### src/rtl/ps2_kbd_rx.sv
// PS/2 keyboard receiver: oversampled frame checker, optional E0/F0 folding, FWFT event FIFO.
// Push lands one cycle after frame end; head is visible the cycle after that.
module ps2_kbd_rx #(
   parameter int ADDR_W      = 3,
   parameter bit RAW_MODE    = 1'b0,
   parameter int TIMEOUT_CYC = 5000
) (
   input  logic              clk,
   input  logic              rst,
   input  logic              ps2_clk,
   input  logic              ps2_data,
   output logic [9:0]        data,
   output logic              data_valid,
   input  logic              data_ready,
   output logic [ADDR_W:0]   count,
   output logic              overflow,
   output logic              err_frame,
   input  logic              clr_err
);

   localparam int DEPTH = 1 << ADDR_W;
   localparam int TMO_W = $clog2(TIMEOUT_CYC + 1);

   logic [2:0]       clk_sync;
   logic [2:0]       dat_sync;
   logic [10:0]      shreg;
   logic [10:0]      shreg_nxt;
   logic [3:0]       bit_cnt;
   logic [TMO_W-1:0] tmo;
   logic             fall;
   logic             frame_end;
   logic             frame_ok;
   logic             tmo_hit;
   logic             frame_err;
   logic             code_vld;
   logic [7:0]       code;
   logic             ext_pend;
   logic             brk_pend;
   logic             push;
   logic [9:0]       push_dat;

   logic [9:0]        mem [DEPTH];
   logic [ADDR_W-1:0] wr_ptr;
   logic [ADDR_W-1:0] rd_ptr;
   logic [ADDR_W-1:0] rd_nxt;
   logic [ADDR_W:0]   count_nxt;
   logic              pop;
   logic              full;
   logic              wr_en;

   // Data is taken from the older sync stage: it was stable while ps2_clk was still high.
   assign fall      = (clk_sync[2:1] == 2'b10);
   assign shreg_nxt = {dat_sync[2], shreg[10:1]};
   assign frame_end = fall && (bit_cnt == 4'd10);
   assign frame_ok  = !shreg_nxt[0] && shreg_nxt[10] && (^shreg_nxt[9:1]);
   assign tmo_hit   = (bit_cnt != 4'd0) && !fall && (tmo == TMO_W'(TIMEOUT_CYC - 1));
   assign frame_err = (frame_end && !frame_ok) || tmo_hit;

   always_ff @(posedge clk or posedge rst) begin
      if (rst) begin
         clk_sync <= 3'b111;
         dat_sync <= 3'b111;
         shreg    <= '0;
         bit_cnt  <= '0;
         tmo      <= '0;
         code_vld <= 1'b0;
         code     <= '0;
      end else begin
         clk_sync <= {clk_sync[1:0], ps2_clk};
         dat_sync <= {dat_sync[1:0], ps2_data};
         code_vld <= frame_end && frame_ok;
         if (frame_end)
            code <= shreg_nxt[8:1];
         if (fall) begin
            shreg   <= shreg_nxt;
            bit_cnt <= frame_end ? 4'd0 : bit_cnt + 4'd1;
            tmo     <= '0;
         end else if (bit_cnt == 4'd0) begin
            tmo <= '0;
         end else if (tmo_hit) begin
            bit_cnt <= '0;
            tmo     <= '0;
         end else begin
            tmo <= tmo + TMO_W'(1);
         end
      end
   end

   always_comb begin
      push     = 1'b0;
      push_dat = {ext_pend, brk_pend, code};
      if (code_vld) begin
         if (RAW_MODE) begin
            push     = 1'b1;
            push_dat = {2'b00, code};
         end else if (code != 8'hE0 && code != 8'hF0) begin
            push = 1'b1;
         end
      end
   end

   always_ff @(posedge clk or posedge rst) begin
      if (rst) begin
         ext_pend <= 1'b0;
         brk_pend <= 1'b0;
      end else if (frame_err) begin
         ext_pend <= 1'b0;
         brk_pend <= 1'b0;
      end else if (code_vld && !RAW_MODE) begin
         if (code == 8'hE0)
            ext_pend <= 1'b1;
         else if (code == 8'hF0)
            brk_pend <= 1'b1;
         else begin
            ext_pend <= 1'b0;
            brk_pend <= 1'b0;
         end
      end
   end

   assign data_valid = (count != '0);
   assign pop        = data_valid && data_ready;
   assign full       = (count == (ADDR_W+1)'(DEPTH));
   assign wr_en      = push && (!full || pop);
   assign rd_nxt     = rd_ptr + ADDR_W'(pop);
   assign count_nxt  = count + (ADDR_W+1)'(wr_en) - (ADDR_W+1)'(pop);

   always_ff @(posedge clk) begin
      if (wr_en)
         mem[wr_ptr] <= push_dat;
   end

   // data is a register so it can hold its last value once the FIFO drains.
   always_ff @(posedge clk or posedge rst) begin
      if (rst) begin
         wr_ptr    <= '0;
         rd_ptr    <= '0;
         count     <= '0;
         data      <= '0;
         overflow  <= 1'b0;
         err_frame <= 1'b0;
      end else begin
         if (wr_en)
            wr_ptr <= wr_ptr + ADDR_W'(1);
         rd_ptr <= rd_nxt;
         count  <= count_nxt;
         if (count_nxt != '0)
            data <= (wr_en && (wr_ptr == rd_nxt)) ? push_dat : mem[rd_nxt];
         if (push && full && !pop)
            overflow <= 1'b1;
         else if (clr_err)
            overflow <= 1'b0;
         if (frame_err)
            err_frame <= 1'b1;
         else if (clr_err)
            err_frame <= 1'b0;
      end
   end

endmodule
### config.mk
export PLATFORM = sky130hd
export DESIGN_NAME = ps2_kbd_rx
export DESIGN_NICKNAME = d
export VERILOG_FILES = /design/src/rtl/ps2_kbd_rx.sv
export SDC_FILE = /design/constraint.sdc
export NUM_CORES = 1
export LEC_CHECK = 0
export BUFFER_PORTS_ARGS = -buffer_cell sky130_fd_sc_hd__buf_4
export CAP_MARGIN = 5
export CORE_MARGIN = 5
export CORE_UTILIZATION = 60
export DETAILED_ROUTE_END_ITERATION = 10
export PLACE_DENSITY = 0.86
export SYNTH_ARGS = -nofsm -noshare
export SYNTH_HDL_FRONTEND = slang
export SYNTH_SLANG_ARGS = --single-unit
### constraint.sdc
create_clock -name clk -period 4.1 [get_ports clk]
set_input_delay 0.615 -clock clk [delete_from_list [all_inputs] [get_ports clk]]
set_output_delay 0.615 -clock clk [all_outputs]
set_load 0.02 [all_outputs]
==> impl_metrics.tcl, run 1 <==
set metrics [dict create \
    ctsHoldBuffers 0 \
    cp_slowest_stage_delay_ns 0.51 \
    insertion_delay_ns 0.51 \
    end_kind "register" \
    io_pins 23 \
    antenna_cells 0 \
    routed_via_density 5.78 \
    mostFrequentLayoutCells "edfxtp_1 (80), nand2_1 (74), dfrtp_1 (60)" \
    core_um2 10200 \
    met2_length_mm 6.37 \
    layout_commonest_cell "edfxtp_1" \
    cpMostUsedCell "nand2_1" \
    rsz0062_at_grt "no" \
    netlist_area_um2 6200 \
    final_cell_count_no_fill 598 \
    wl_met1_mm 4.62 \
    numPortBuffers 22 \
    multi_input_area_um2 2040 \
    cts_sinks 146 \
    seqCellArea_um2 4060 \
    die-area_um2 12500 \
    r2r_start "code[0]" \
    cp.depth 10 \
    reg2reg_slack_ns 0.74 \
    crit_slowest_cell "dfrtp_1" \
    period_needed_ns 3.36 \
    setup-tns-final_ns 0 \
    max_freq_mhz 298 \
    numCtsBuffers 17 \
    syn_nets 428 \
    area_growth_pct 15.4 \
    relSlewSlack_pct 30.4 \
    path_buf_inv 1 \
    final_antenna_net_count 0 \
    path_cells "nor3_1 -> nand2_1 -> nand2_1 -> nand2_1 -> nand2_1 -> ha_1 -> fa_1 -> nor4_2 -> buf_4 -> mux2_2" \
    drc_errors 0 \
    vdd_ir_drop_max_mv 0.416 \
    die_w_um 112 \
    yosysWarnings 0 \
    r2r-end "data[3]" \
    routed_wl_mm 11.9 \
    grt_pass1_vias 3710 \
    synth_edf_count 80 \
    ys.flop_type "edfxtp_1" \
    track_usage_pct 20.5 \
    layout-drive-gt1-share_pct 23.4 \
    drt_iter0_markers 215 \
    initial_utilization_pct 60.9 \
    num_vias 3457 \
    syn_avg_cell_area_um2 15.2 \
    finalCritPeriodShare_pct 81.9 \
    cts_tree "done" \
    crit_end "data[3]" \
    place_inst 567 \
    tightest_slew_ns 1.04 \
    nNetsFinal 469 \
    async_reset_ff_share_pct 45.2 \
    cp-start-kind "register" \
    fillers 634 \
    grt_pass1_wl_mm 19.4 \
    powerDensity_nw_per_um2 717 \
    hpwl_mm 7.08 \
    clk_pin_slew_ns 0.06 \
    hp-class "in -> reg" \
    setup_viol 0 \
    yosysUniqueCellTypes 38 \
    startpoint "code[0]" \
    p_leak_nw 2.95 \
    gp_congestion 0.793 \
    arrival_ns 3.75 \
    netlist_instances 409 \
    seq_area_frac_synth_pct 65.5 \
    wl_met3_um 696 \
    slew_viol_final 0 \
    grt_max_degree 43 \
    grt_antenna_before_repair 0 \
    cts_root_buf "clkbuf_8" \
    yosys_register_bits 146 \
    top_layer "met4" \
    grt_remaining_overflow 0 \
    hold_viol 0 \
    first_pass_iters 5 \
    num_rows 37 \
    cap_violations 0 \
    wl_per_cell_um 20.0 \
    cts_resized 0 \
    status "finished, final reports clean" \
    htree_levels 4 \
    reg2reg_depth 10 \
    cts_setup_buffers 0 \
    synthTopCellsByArea "edfxtp_1 (39%), dfrtp_1 (24%), mux4_1 (8.5%), mux2_2 (5.8%), nand2_1 (4.5%)" \
    synth_top_area_share_pct 38.7 \
    yosys.area.top_type "edfxtp_1" \
    die_h_um 112 \
    finClkSkew_ns 0.00683 \
    cts_buffer_depth 2 \
    path_max_fanout 11 \
    cp_top_family "simple AND/OR/NAND/NOR gates" \
    required_ns 4.49 \
    worstSetupPathType "reg -> reg" \
]
[registers in the layout, summed over array words and instances, names as in the netlist]
signal and flops:
bit_cnt 4, brk_pend 1, clk_sync 3, code 8, code_vld 1, count 4
dat_sync 3, data 10, err_frame 1, ext_pend 1, mem 80, overflow 1
rd_ptr 3, shreg 10, tmo 13, wr_ptr 3
[logic make-up after synthesis]
| group | Yosys count | synth area share (%) |
|---|---|---|
| flops | 146 | 65.5 |
| simple gates | 136 | 9.94 |
| mux | 52 | 14.3 |
| xor+xnor | 27 | 4.03 |
| buf+inv | 20 | 1.71 |
| compound gates | 15 | 1.82 |
| fa+ha+maj | 13 | 2.74 |
[synth_stat cells (all sizes together) (2+ instances only)]
cell and instances:
dfstp 6, nand2 74, nand2b 5, dfrtp 60, a21oi 3, mux2 32, nor3b 6, inv 9
ha 12, nor2 26, xnor2 13, a21o 2, nor3 6, xor2 13, edfxtp 80, or4b 2
nand3 7, o21ai 6, buf 7, clkbuf 4, mux4 20, and4b 2
[report_power, final]
part | switching [W] | total [W] | internal (W) | leakage [nW]
Clock | 0.000584 | 0.00157 | 0.000982 | 0.283
Sequential | 0.000166 | 0.00190 | 0.00174 | 1.60
Combinational | 0.000770 | 0.00166 | 0.000891 | 1.06
[worst min-delay path by stage]
stage,startpoint,end,cells after the start
final,ps2_clk,clk_sync[0],1
after CTS,ps2_clk,clk_sync[0],1
after floorplan,clk_sync[0],clk_sync[1],0
after detailed placement,clk_sync[0],clk_sync[1],0
after global placement,dat_sync[1],dat_sync[2],0
after global routing,ps2_clk,clk_sync[0],1
[metal layers]
metal	vias to the layer above	global-route usage, %
met4	0	8.35
met3	21	4.67
li1	1572	-
met2	118	36.0
met5	-	0
met1	1746	24.4
[through the flow]
step / power (W) / hold WS, ns / utilization [%] / cell area, um2 / setup WS [ns]
after floorplan: 0.00317 / 0.345 / - / 6200 / 0.810
after global placement: 0.00346 / 0.345 / 64.3 / 6550 / 0.926
after detailed placement: 0.00355 / 0.348 / 64.3 / 6550 / 0.871
after CTS: 0.00517 / 0.184 / 70.3 / 7160 / 0.791
after global routing: 0.00539 / 0.188 / 70.3 / 7160 / 0.585
final: 0.00513 / 0.210 / 70.3 / 7160 / 0.740
[area by class of cell]
| cell class | count | area share, % |
|---|---|---|
| inverters | 9 | 0.472 |
| flip-flops and latches | 146 | 56.7 |
| clock inverters | 14 | 2.66 |
| repair buffers | 33 | 3.46 |
| well taps | 136 | 2.38 |
| multi-input cells | 243 | 28.5 |
| clock buffers | 17 | 5.79 |
Note: power is estimated with default switching activity, not from simulation.
==> run 2: changes to the inputs <==
- CORE_UTILIZATION: 60 -> 55
- PLACE_DENSITY: 0.86 -> 0.83
- clock period: 4.1 -> 2.8 ns (I/O delays scaled with it)
==> impl_metrics.tcl, run 2 (same netlist as run 1, synthesis figures left out) <==
set metrics [dict create \
    final_antenna_net_count 0 \
    largest_reg_flops 80 \
    hp-class "in -> async" \
    gp_congestion 0.820 \
    top_layer "met4" \
    die-area_um2 13500 \
    path_cells "buf_6 -> ha_4 -> nor3b_4 -> a221oi_4 -> nand2b_1 -> nand2_1 -> ha_2 -> fa_2 -> nor4_4 -> buf_6 -> buf_12 -> mux2_4" \
    num_rows 38 \
    period_needed_ns 3.02 \
    fin_total_pwr_w 0.00846 \
    core_um2 10900 \
    cts_tree "done" \
    grt_pass1_wl_mm 20.8 \
    insertion_delay_ns 0.42 \
    track_usage_pct 21.2 \
    setup_ws_ns -0.220 \
    layout-drive-gt1-share_pct 33.3 \
    status "finished with violations" \
    drc_errors 0 \
    met2_length_mm 7.02 \
    rsz0062_at_grt "yes" \
    wl_per_cell_um 19.9 \
    hpwl_mm 7.62 \
    numCtsBuffers 17 \
    finClkSkew_ns 0.00947 \
    violations "negative setup slack" \
    required_ns 3.10 \
    mostFrequentLayoutCells "edfxtp_1 (80), nand2_1 (73), dfrtp_1 (57)" \
    crit_slowest_cell "fa_2" \
    wl_met1_mm 4.94 \
    antenna_cells 0 \
    relSlewSlack_pct 58.0 \
    grt_antenna_before_repair 0 \
    tightest_slew_ns 0.628 \
    area_growth_pct 23.5 \
    cp_slowest_stage_delay_ns 0.47 \
    num_vias 3509 \
    first_pass_iters 5 \
    routed_via_density 5.53 \
    die_h_um 116 \
    arrival_ns 3.32 \
    clk_pin_slew_ns 0.06 \
    setup_viol 10 \
    hold_viol 0 \
    cts_sinks 146 \
    wl_met3_um 516 \
    slew_viol_final 0 \
    cts_root_buf "clkbuf_16" \
    routed_wl_mm 12.6 \
    cap_violations 0 \
    htree_levels 4 \
    initial_utilization_pct 56.7 \
    reg_top3 "mem (80), tmo (13)" \
    nNetsFinal 501 \
    vdd_ir_drop_max_mv 0.743 \
    cts_buffer_depth 2 \
    cp-start-kind "register" \
    grt_remaining_overflow 0 \
    p_leak_nw 3.19 \
    die_w_um 116 \
    io_pins 23 \
    whs_ns 0.0477 \
    regMostFlops "mem" \
    path_max_fanout 5 \
    finalCritPeriodShare_pct 108 \
    max_freq_mhz 331 \
    drt_iter0_markers 218 \
    worstSetupPathType "reg -> reg" \
    grt_max_degree 27 \
    end_kind "register" \
    setup-tns-final_ns -2.06 \
    layout_commonest_cell "edfxtp_1" \
    stdcell_area_um2 7660 \
    grt_pass1_vias 3916 \
    numPortBuffers 22 \
    placed_area_um2 6880 \
    powerDensity_nw_per_um2 1100 \
    cpMostUsedCell "buf_6" \
]
[run 2: routing by layer]
| metal | track usage (%) | up-vias |
|---|---|---|
| li1 | - | 1627 |
| met1 | 25.2 | 1794 |
| met2 | 38.5 | 70 |
| met3 | 5.03 | 18 |
| met4 | 5.96 | 0 |
| met5 | 0 | - |
[run 2: layout make-up]
class,instances,area [um2]
Timing Repair Buffer,65,598
Fill cell,689,3280
Inverter,9,36.3
Clock inverter,10,129
Clock buffer,22,494
Tap cell,140,175
Sequential cell,146,4070
Multi-Input combinational cell,243,2160
[run 2: metrics by stage]
| step | utilization (%) | worst slack [ns] | instances |
|---|---|---|---|
| 3_3_place_gp | 62.9 | -0.0922 | 595 |
| 3_5_place_dp | 62.9 | -0.155 | 595 |
| 4_1_cts | 69.6 | -0.154 | 633 |
| 6_report | 70.0 | -0.220 | 635 |
| 2_1_floorplan | - | -0.170 | 409 |
| 5_1_grt | 70.0 | -0.290 | 635 |
[run 2: worst paths after layout]
| check | start | to | slack [ns] | cells after the start |
|---|---|---|---|---|
| max in group asynchronous | rst | clk_sync[0] | 2.01 | 3 |
| setup reg to reg | count[3] | data[8] | -0.22 | 12 |
| min in group clk | ps2_data | dat_sync[0] | 0.11 | 1 |
| hold / removal | rst | count[0] | 0.05 | 2 |
| hold reg to reg | dat_sync[0] | dat_sync[1] | 0.36 | 0 |
| setup / recovery | count[3] | data[8] | -0.22 | 12 |
[run 2: power by group]
part	internal, W	leakage [nW]	switching, W
Combinational	0.00194	1.28	0.00138
Clock	0.00151	0.305	0.000853
Sequential	0.00255	1.60	0.000218
[run 2: worst max-delay path, delay by kind of cell, from the launching register on]
family / cells / cell delay [ns]
fa+ha+maj: 3 / 0.82
flops: 1 / 0.41
compound gates: 1 / 0.27
buf+inv: 3 / 0.45
mux: 1 / 0.31
simple gates: 4 / 0.63
[run 2: what timing repair did]
item | in CTS | in global routing
pin swaps | 2 | 6
gates resized for setup | 16 | 8
hold buffers | 0 | 0
gates cloned | 2 | 0
setup endpoints to repair | 10 | 10
hold endpoints to repair | 0 | 0
buffers inserted | 4 | 2
